### config.mk
export PLATFORM = sky130hd
export DESIGN_NAME = blaster_rx_flat
export DESIGN_NICKNAME = d
export VERILOG_FILES = /design/src/rtl/blaster_rx_if.sv /design/src/rtl/blaster_rx.sv /design/src/flat_wrapper.sv
export SDC_FILE = /design/constraint.sdc
export NUM_CORES = 1
export LEC_CHECK = 0
export CAP_MARGIN = 20
export CELL_PAD_IN_SITES_DETAIL_PLACEMENT = 0
export CELL_PAD_IN_SITES_GLOBAL_PLACEMENT = 1
export CORE_ASPECT_RATIO = 0.7
export CORE_UTILIZATION = 50
export CTS_BUF_LIST = sky130_fd_sc_hd__clkbuf_8
export DETAILED_ROUTE_END_ITERATION = 10
export PLACE_DENSITY_LB_ADDON = 0.12
export SLEW_MARGIN = 20
export SYNTH_ARGS = -nofsm -noshare
export SYNTH_HDL_FRONTEND = slang
export SYNTH_SLANG_ARGS = --single-unit
### constraint.sdc
create_clock -name i_clk -period 3.84 [get_ports i_clk]
set_input_delay 0.768 -clock i_clk [delete_from_list [all_inputs] [get_ports i_clk]]
set_output_delay 0.768 -clock i_clk [all_outputs]
set_load 0.01 [all_outputs]
### src/rtl/blaster_rx_if.sv
// Serial-line bundle for the blaster UART receiver.
// slave: the receiver itself; master: the line driver / byte consumer side.
interface blaster_rx_if;
    logic       i_rx_pin;
    logic [7:0] o_data;
    logic       o_valid;
    logic       o_frame_err;
    logic       o_busy;

    modport slave (
        input  i_rx_pin,
        output o_data,
        output o_valid,
        output o_frame_err,
        output o_busy
    );

    modport master (
        output i_rx_pin,
        input  o_data,
        input  o_valid,
        input  o_frame_err,
        input  o_busy
    );
endinterface

### src/rtl/blaster_rx.sv
// 8N1 UART receiver for the blaster link: mid-bit sampling, 1-cycle valid/frame-error strobes.
// Optional even-parity (8E1) frame when BLASTER_RX_PARITY_EN is defined.
module blaster_rx #(
    parameter int unsigned CLKS_PER_BIT = 434
) (
    input  logic          i_clk,
    input  logic          reset,
    blaster_rx_if.slave   rx_if
);

    localparam int unsigned CNT_W  = 11;
    localparam int unsigned DATA_W = 8;
    localparam int unsigned IDX_W  = 3;

    localparam logic [CNT_W-1:0] CNT_LAST = CNT_W'(CLKS_PER_BIT - 1);
    localparam logic [CNT_W-1:0] CNT_HALF = CNT_W'((CLKS_PER_BIT - 1) / 2);
    localparam logic [IDX_W-1:0] IDX_LAST = IDX_W'(DATA_W - 1);

    typedef enum logic [2:0] {
        S_IDLE    = 3'd0,
        S_START   = 3'd1,
        S_DATA    = 3'd2,
`ifdef BLASTER_RX_PARITY_EN
        S_PARITY  = 3'd6,
`endif
        S_STOP    = 3'd3,
        S_CLEANUP = 3'd4,
        S_BREAK   = 3'd5
    } state_e;

    state_e              state_q, state_d;
    logic                rx_meta_q, rx_s_q;
    logic [CNT_W-1:0]    cnt_q, cnt_d;
    logic [IDX_W-1:0]    idx_q, idx_d;
    logic [DATA_W-1:0]   shift_q, shift_d;
    logic [DATA_W-1:0]   data_q, data_d;
    logic                valid_q, valid_d;
    logic                ferr_q, ferr_d;
    logic                busy_q, busy_d;
`ifdef BLASTER_RX_PARITY_EN
    logic                par_err_q, par_err_d;
`endif

    // State, datapath and output registers; synchronizer resets to idle-high.
    always_ff @(posedge i_clk) begin
        if (!reset) begin
            rx_meta_q <= 1'b1;
            rx_s_q    <= 1'b1;
            state_q   <= S_IDLE;
            cnt_q     <= '0;
            idx_q     <= '0;
            shift_q   <= '0;
            data_q    <= '0;
            valid_q   <= 1'b0;
            ferr_q    <= 1'b0;
            busy_q    <= 1'b0;
`ifdef BLASTER_RX_PARITY_EN
            par_err_q <= 1'b0;
`endif
        end else begin
            rx_meta_q <= rx_if.i_rx_pin;
            rx_s_q    <= rx_meta_q;
            state_q   <= state_d;
            cnt_q     <= cnt_d;
            idx_q     <= idx_d;
            shift_q   <= shift_d;
            data_q    <= data_d;
            valid_q   <= valid_d;
            ferr_q    <= ferr_d;
            busy_q    <= busy_d;
`ifdef BLASTER_RX_PARITY_EN
            par_err_q <= par_err_d;
`endif
        end
    end

    // Next-state and output decode; strobes default low so they last one cycle.
    always_comb begin
        state_d   = state_q;
        cnt_d     = cnt_q;
        idx_d     = idx_q;
        shift_d   = shift_q;
        data_d    = data_q;
        valid_d   = 1'b0;
        ferr_d    = 1'b0;
`ifdef BLASTER_RX_PARITY_EN
        par_err_d = par_err_q;
`endif

        unique case (state_q)
            S_IDLE: begin
                cnt_d = '0;
                idx_d = '0;
                if (!rx_s_q) state_d = S_START;
            end

            S_START: begin
                if (cnt_q == CNT_HALF) begin
                    cnt_d   = '0;
                    state_d = rx_s_q ? S_IDLE : S_DATA;
                end else begin
                    cnt_d = cnt_q + CNT_W'(1'd1);
                end
            end

            S_DATA: begin
                if (cnt_q == CNT_LAST) begin
                    cnt_d          = '0;
                    shift_d[idx_q] = rx_s_q;
                    if (idx_q == IDX_LAST) begin
                        idx_d = '0;
`ifdef BLASTER_RX_PARITY_EN
                        state_d = S_PARITY;
`else
                        state_d = S_STOP;
`endif
                    end else begin
                        idx_d = idx_q + IDX_W'(1'd1);
                    end
                end else begin
                    cnt_d = cnt_q + CNT_W'(1'd1);
                end
            end

`ifdef BLASTER_RX_PARITY_EN
            S_PARITY: begin
                if (cnt_q == CNT_LAST) begin
                    cnt_d     = '0;
                    par_err_d = rx_s_q ^ (^shift_q);
                    state_d   = S_STOP;
                end else begin
                    cnt_d = cnt_q + CNT_W'(1'd1);
                end
            end
`endif

            S_STOP: begin
                if (cnt_q == CNT_LAST) begin
                    cnt_d = '0;
                    if (rx_s_q) begin
`ifdef BLASTER_RX_PARITY_EN
                        if (par_err_q) begin
                            ferr_d = 1'b1;
                        end else begin
                            data_d  = shift_q;
                            valid_d = 1'b1;
                        end
`else
                        data_d  = shift_q;
                        valid_d = 1'b1;
`endif
                        state_d = S_CLEANUP;
                    end else begin
                        ferr_d  = 1'b1;
                        state_d = S_BREAK;
                    end
                end else begin
                    cnt_d = cnt_q + CNT_W'(1'd1);
                end
            end

            S_CLEANUP: state_d = S_IDLE;

            // Held-low line must return high before another start is accepted.
            S_BREAK: begin
                if (rx_s_q) state_d = S_IDLE;
            end

            default: state_d = S_IDLE;
        endcase

        busy_d = (state_d != S_IDLE);
    end

    assign rx_if.o_data      = data_q;
    assign rx_if.o_valid     = valid_q;
    assign rx_if.o_frame_err = ferr_q;
    assign rx_if.o_busy      = busy_q;

endmodule
### src/flat_wrapper.sv
// flat-port wrapper written by rule: the top's interface ports become plain ports
module blaster_rx_flat 
#(
    parameter int unsigned CLKS_PER_BIT = 434
)
  (i_clk, reset, rx_if_i_rx_pin, rx_if_o_data, rx_if_o_valid, rx_if_o_frame_err, rx_if_o_busy);
  blaster_rx_if rx_if_i ();
  input  logic i_clk;
  input  logic reset;
  input wire logic [$bits(rx_if_i.i_rx_pin)-1:0] rx_if_i_rx_pin;
  output wire logic [$bits(rx_if_i.o_data)-1:0] rx_if_o_data;
  output wire logic [$bits(rx_if_i.o_valid)-1:0] rx_if_o_valid;
  output wire logic [$bits(rx_if_i.o_frame_err)-1:0] rx_if_o_frame_err;
  output wire logic [$bits(rx_if_i.o_busy)-1:0] rx_if_o_busy;
  assign rx_if_i.i_rx_pin = rx_if_i_rx_pin;
  assign rx_if_o_data = rx_if_i.o_data;
  assign rx_if_o_valid = rx_if_i.o_valid;
  assign rx_if_o_frame_err = rx_if_i.o_frame_err;
  assign rx_if_o_busy = rx_if_i.o_busy;
  blaster_rx #(.CLKS_PER_BIT(CLKS_PER_BIT)) u_core (.i_clk(i_clk), .reset(reset), .rx_if(rx_if_i));
endmodule
==> run_results.csv <==
group,metric,value,unit
clock_network,cts_tree,"done",
synthesis,synth_edf_count,0,
timing,finalSetupTns,0,ns
clock_network,htreeDepth,2,
routing,wl_per_cell,13.8,um
floorplan,core.rowCount,17,
finish,final_common_cell,"dfxtp_1",
timing,finalMaxSlewViolations,0,
power_and_ir_drop,power.total,0.841,mW
clock_network,cts_hold_buf,0,
synthesis,avgSynthCellArea,9.30,sq um
grt,antenna_found_initial,0,
routing,wirelength,3.50,mm
timing,rsz0062_at_grt,"no",
synthesis,netlist_instances,194,
finish,multi_input_area,982,sq um
grt,grtUsageTotal,0.214,
timing,finalHoldViolCount,0,
timing,fmaxAchievable,426,MHz
timing,tightest_slew,0.728,ns
synthesis,synth-simple-area-share,0.284,
synthesis,seq_area_frac_synth,0.422,
finish,area_delta_synth_final,16.4,%
floorplan,initial_core_util,0.547,
timing,setup_ws,1.49,ns
routing,antenna_left,0,
timing,finalCritPeriodShare,0.611,
synthesis,synth_compound_area_frac,0.0950,
worst_setup_path,critPathRequiredTime,4.00,ns
finish,postLayoutCoreUtil,0.637,
hold_path,min_path_type,"flop to flop",
worst_setup_path,critical_path_arrival,2.50,ns
grt,grt_pass1_wl,6.03,mm
finish,finish.instance_area,0.00210,sq mm
clock_network,clock_latency,0.29,ns
floorplan,ios,14,
place,dp.cells,245,
synthesis,synthAdderAreaFrac,0.0347,
place,hpwl,2.53,mm
clock_network,clock-sinks,38,
job,drv_cap,0,
worst_setup_path,crit_type,"flop to flop",
finish,fillCellCount,284,
clock_network,clk_pin_slew,0.08,ns
grt,gr-total-overflow,0,
floorplan,fp.dieArea,0.00386,sq mm
synthesis,syn_area,0.00180,sq mm
timing,finalClockSkew,0.00654,ns
finish,seq_area,761,sq um
timing,setup_viol_count_final,0,
floorplan,core,0.00330,sq mm
clock_network,clock-root-buffer,"clkbuf_8",
power_and_ir_drop,power.density,400,mW/mm^2
synthesis,yosys_warnings,0,
worst_setup_path,cp-start-kind,"flop",
floorplan,die_h,52.3,um
power_and_ir_drop,power.leakage,0.720,nW
clock_network,numCtsBuffers,5,
finish,final_cells,253,
finish,layout-drive-gt1-share,0.0825,
timing,final.min_clock_period,2.35,ns
routing,first_pass_iters,4,
clock_network,cts_buffer_depth,2,
routing,via_count,1371,
place,place_ws,1.34,ns
synthesis,synth_mux_area_frac,0.0888,
synthesis,ys_ff_latch,38,
power_and_ir_drop,vdd_drop_max,0.277,mV
floorplan,die_w,73.8,um
status,status,"completed",
clock_network,post_cts_buffers,0,
place,placed_cell_area,0.00196,sq mm
place,numPortBuffers,13,
routing,drc,0,
synthesis,synth_cell_type_count,48,
finish,num_antenna_cells,0,
routing,viasPerCell,5.42,
worst_setup_path,path_max_fanout,12,
synthesis,synth_xor_area_frac,0.0388,
place,gp_congestion,0.732,
synthesis,synthFlopType,"dfxtp_1",
grt,grt_pass1_vias,1297,
worst_setup_path,crit_path_end_kind,"flop",
synthesis,synth_top_family_by_area,"simple AND/OR/NAND/NOR gates",
timing,relSlewSlack,0.514,
synthesis,syn_nets,202,
timing,fin_hold_ws,0.427,ns
clock_network,cts_resized,0,
grt,grt_max_degree,22,
synthesis,async_flop_share,0,
finish,final_nets,213,
routing,drt_iter0_drc,65,
finish,final_cell_mix,"dfxtp_1, nand2_1, mux2i_1",
==> metal layers <==
layer / wire (um) / global-route usage
met3: 113 / 0.0577
met5: 0 / 0
met4: 19 / 0.0897
met2: 1470 / 0.304
met1: 1900 / 0.302
==> area by class of cell <==
cell class                      instances  share of cell area
Multi-Input combinational cell        142               0.468
Sequential cell                        38               0.362
Timing Repair Buffer                   15              0.0691
Clock buffer                            6              0.0393
Clock inverter                          2              0.0286
Tap cell                               47              0.0280
Inverter                                3             0.00536
==> power breakdown <==
part,leakage [nW],internal [mW],switching [mW]
logic,0.341,0.0110,0.0135
registers,0.307,0.396,0.00254
clock network,0.0714,0.277,0.141
==> registers in the layout, indices dropped and copies added (netlist names) <==
signal / flops
u_core.idx_q: 3
u_core.shift_q: 8
u_core.state_q: 3
u_core.rx_if.o_frame_err: 1
u_core.rx_if.o_valid: 1
u_core.rx_if.o_data: 8
u_core.rx_meta_q: 1
u_core.cnt_q: 11
u_core.rx_s_q: 1
u_core.rx_if.o_busy: 1
==> critical path, stage by stage, from the launching register on <==
cell and delay [ns]:
dfxtp_1 0.37, or3_1 0.43, or3_4 0.47, or3_1 0.50
o311ai_1 0.31, o41ai_1 0.14
==> worst paths after layout <==
path	from	endpoint	slack, ns	cells past startpoint
max	u_core.cnt_q[2]	u_core.shift_q[0]	1.49	5
min	u_core.rx_meta_q	u_core.rx_s_q	0.43	1
max reg2reg	u_core.cnt_q[2]	u_core.shift_q[0]	1.49	5
min reg2reg	u_core.rx_meta_q	u_core.rx_s_q	0.43	1
==> kinds of logic (layout without fill, tap and decap cells) <==
kind of cell | Yosys count | after routing
simple gates | 89 | 89
flops | 38 | 38
compound gates | 24 | 24
mux | 16 | 16
buf+inv | 14 | 26
xor+xnor | 8 | 8
fa+ha+maj | 5 | 5
==> Yosys cell counts (all sizes together) (4+ instances only) <==
library cell | n | area, sq um
buf | 4 | 30.0
clkbuf | 7 | 26.3
dfxtp | 38 | 761
ha | 5 | 62.6
mux2i | 16 | 160
nand2 | 18 | 67.6
nand2b | 8 | 50.1
nand3 | 8 | 40.0
nor2 | 13 | 48.8
nor2b | 14 | 87.6
o21ai | 4 | 23.8
or3 | 5 | 36.3
xor2 | 5 | 43.8
Power figures use the tool's default switching activity.
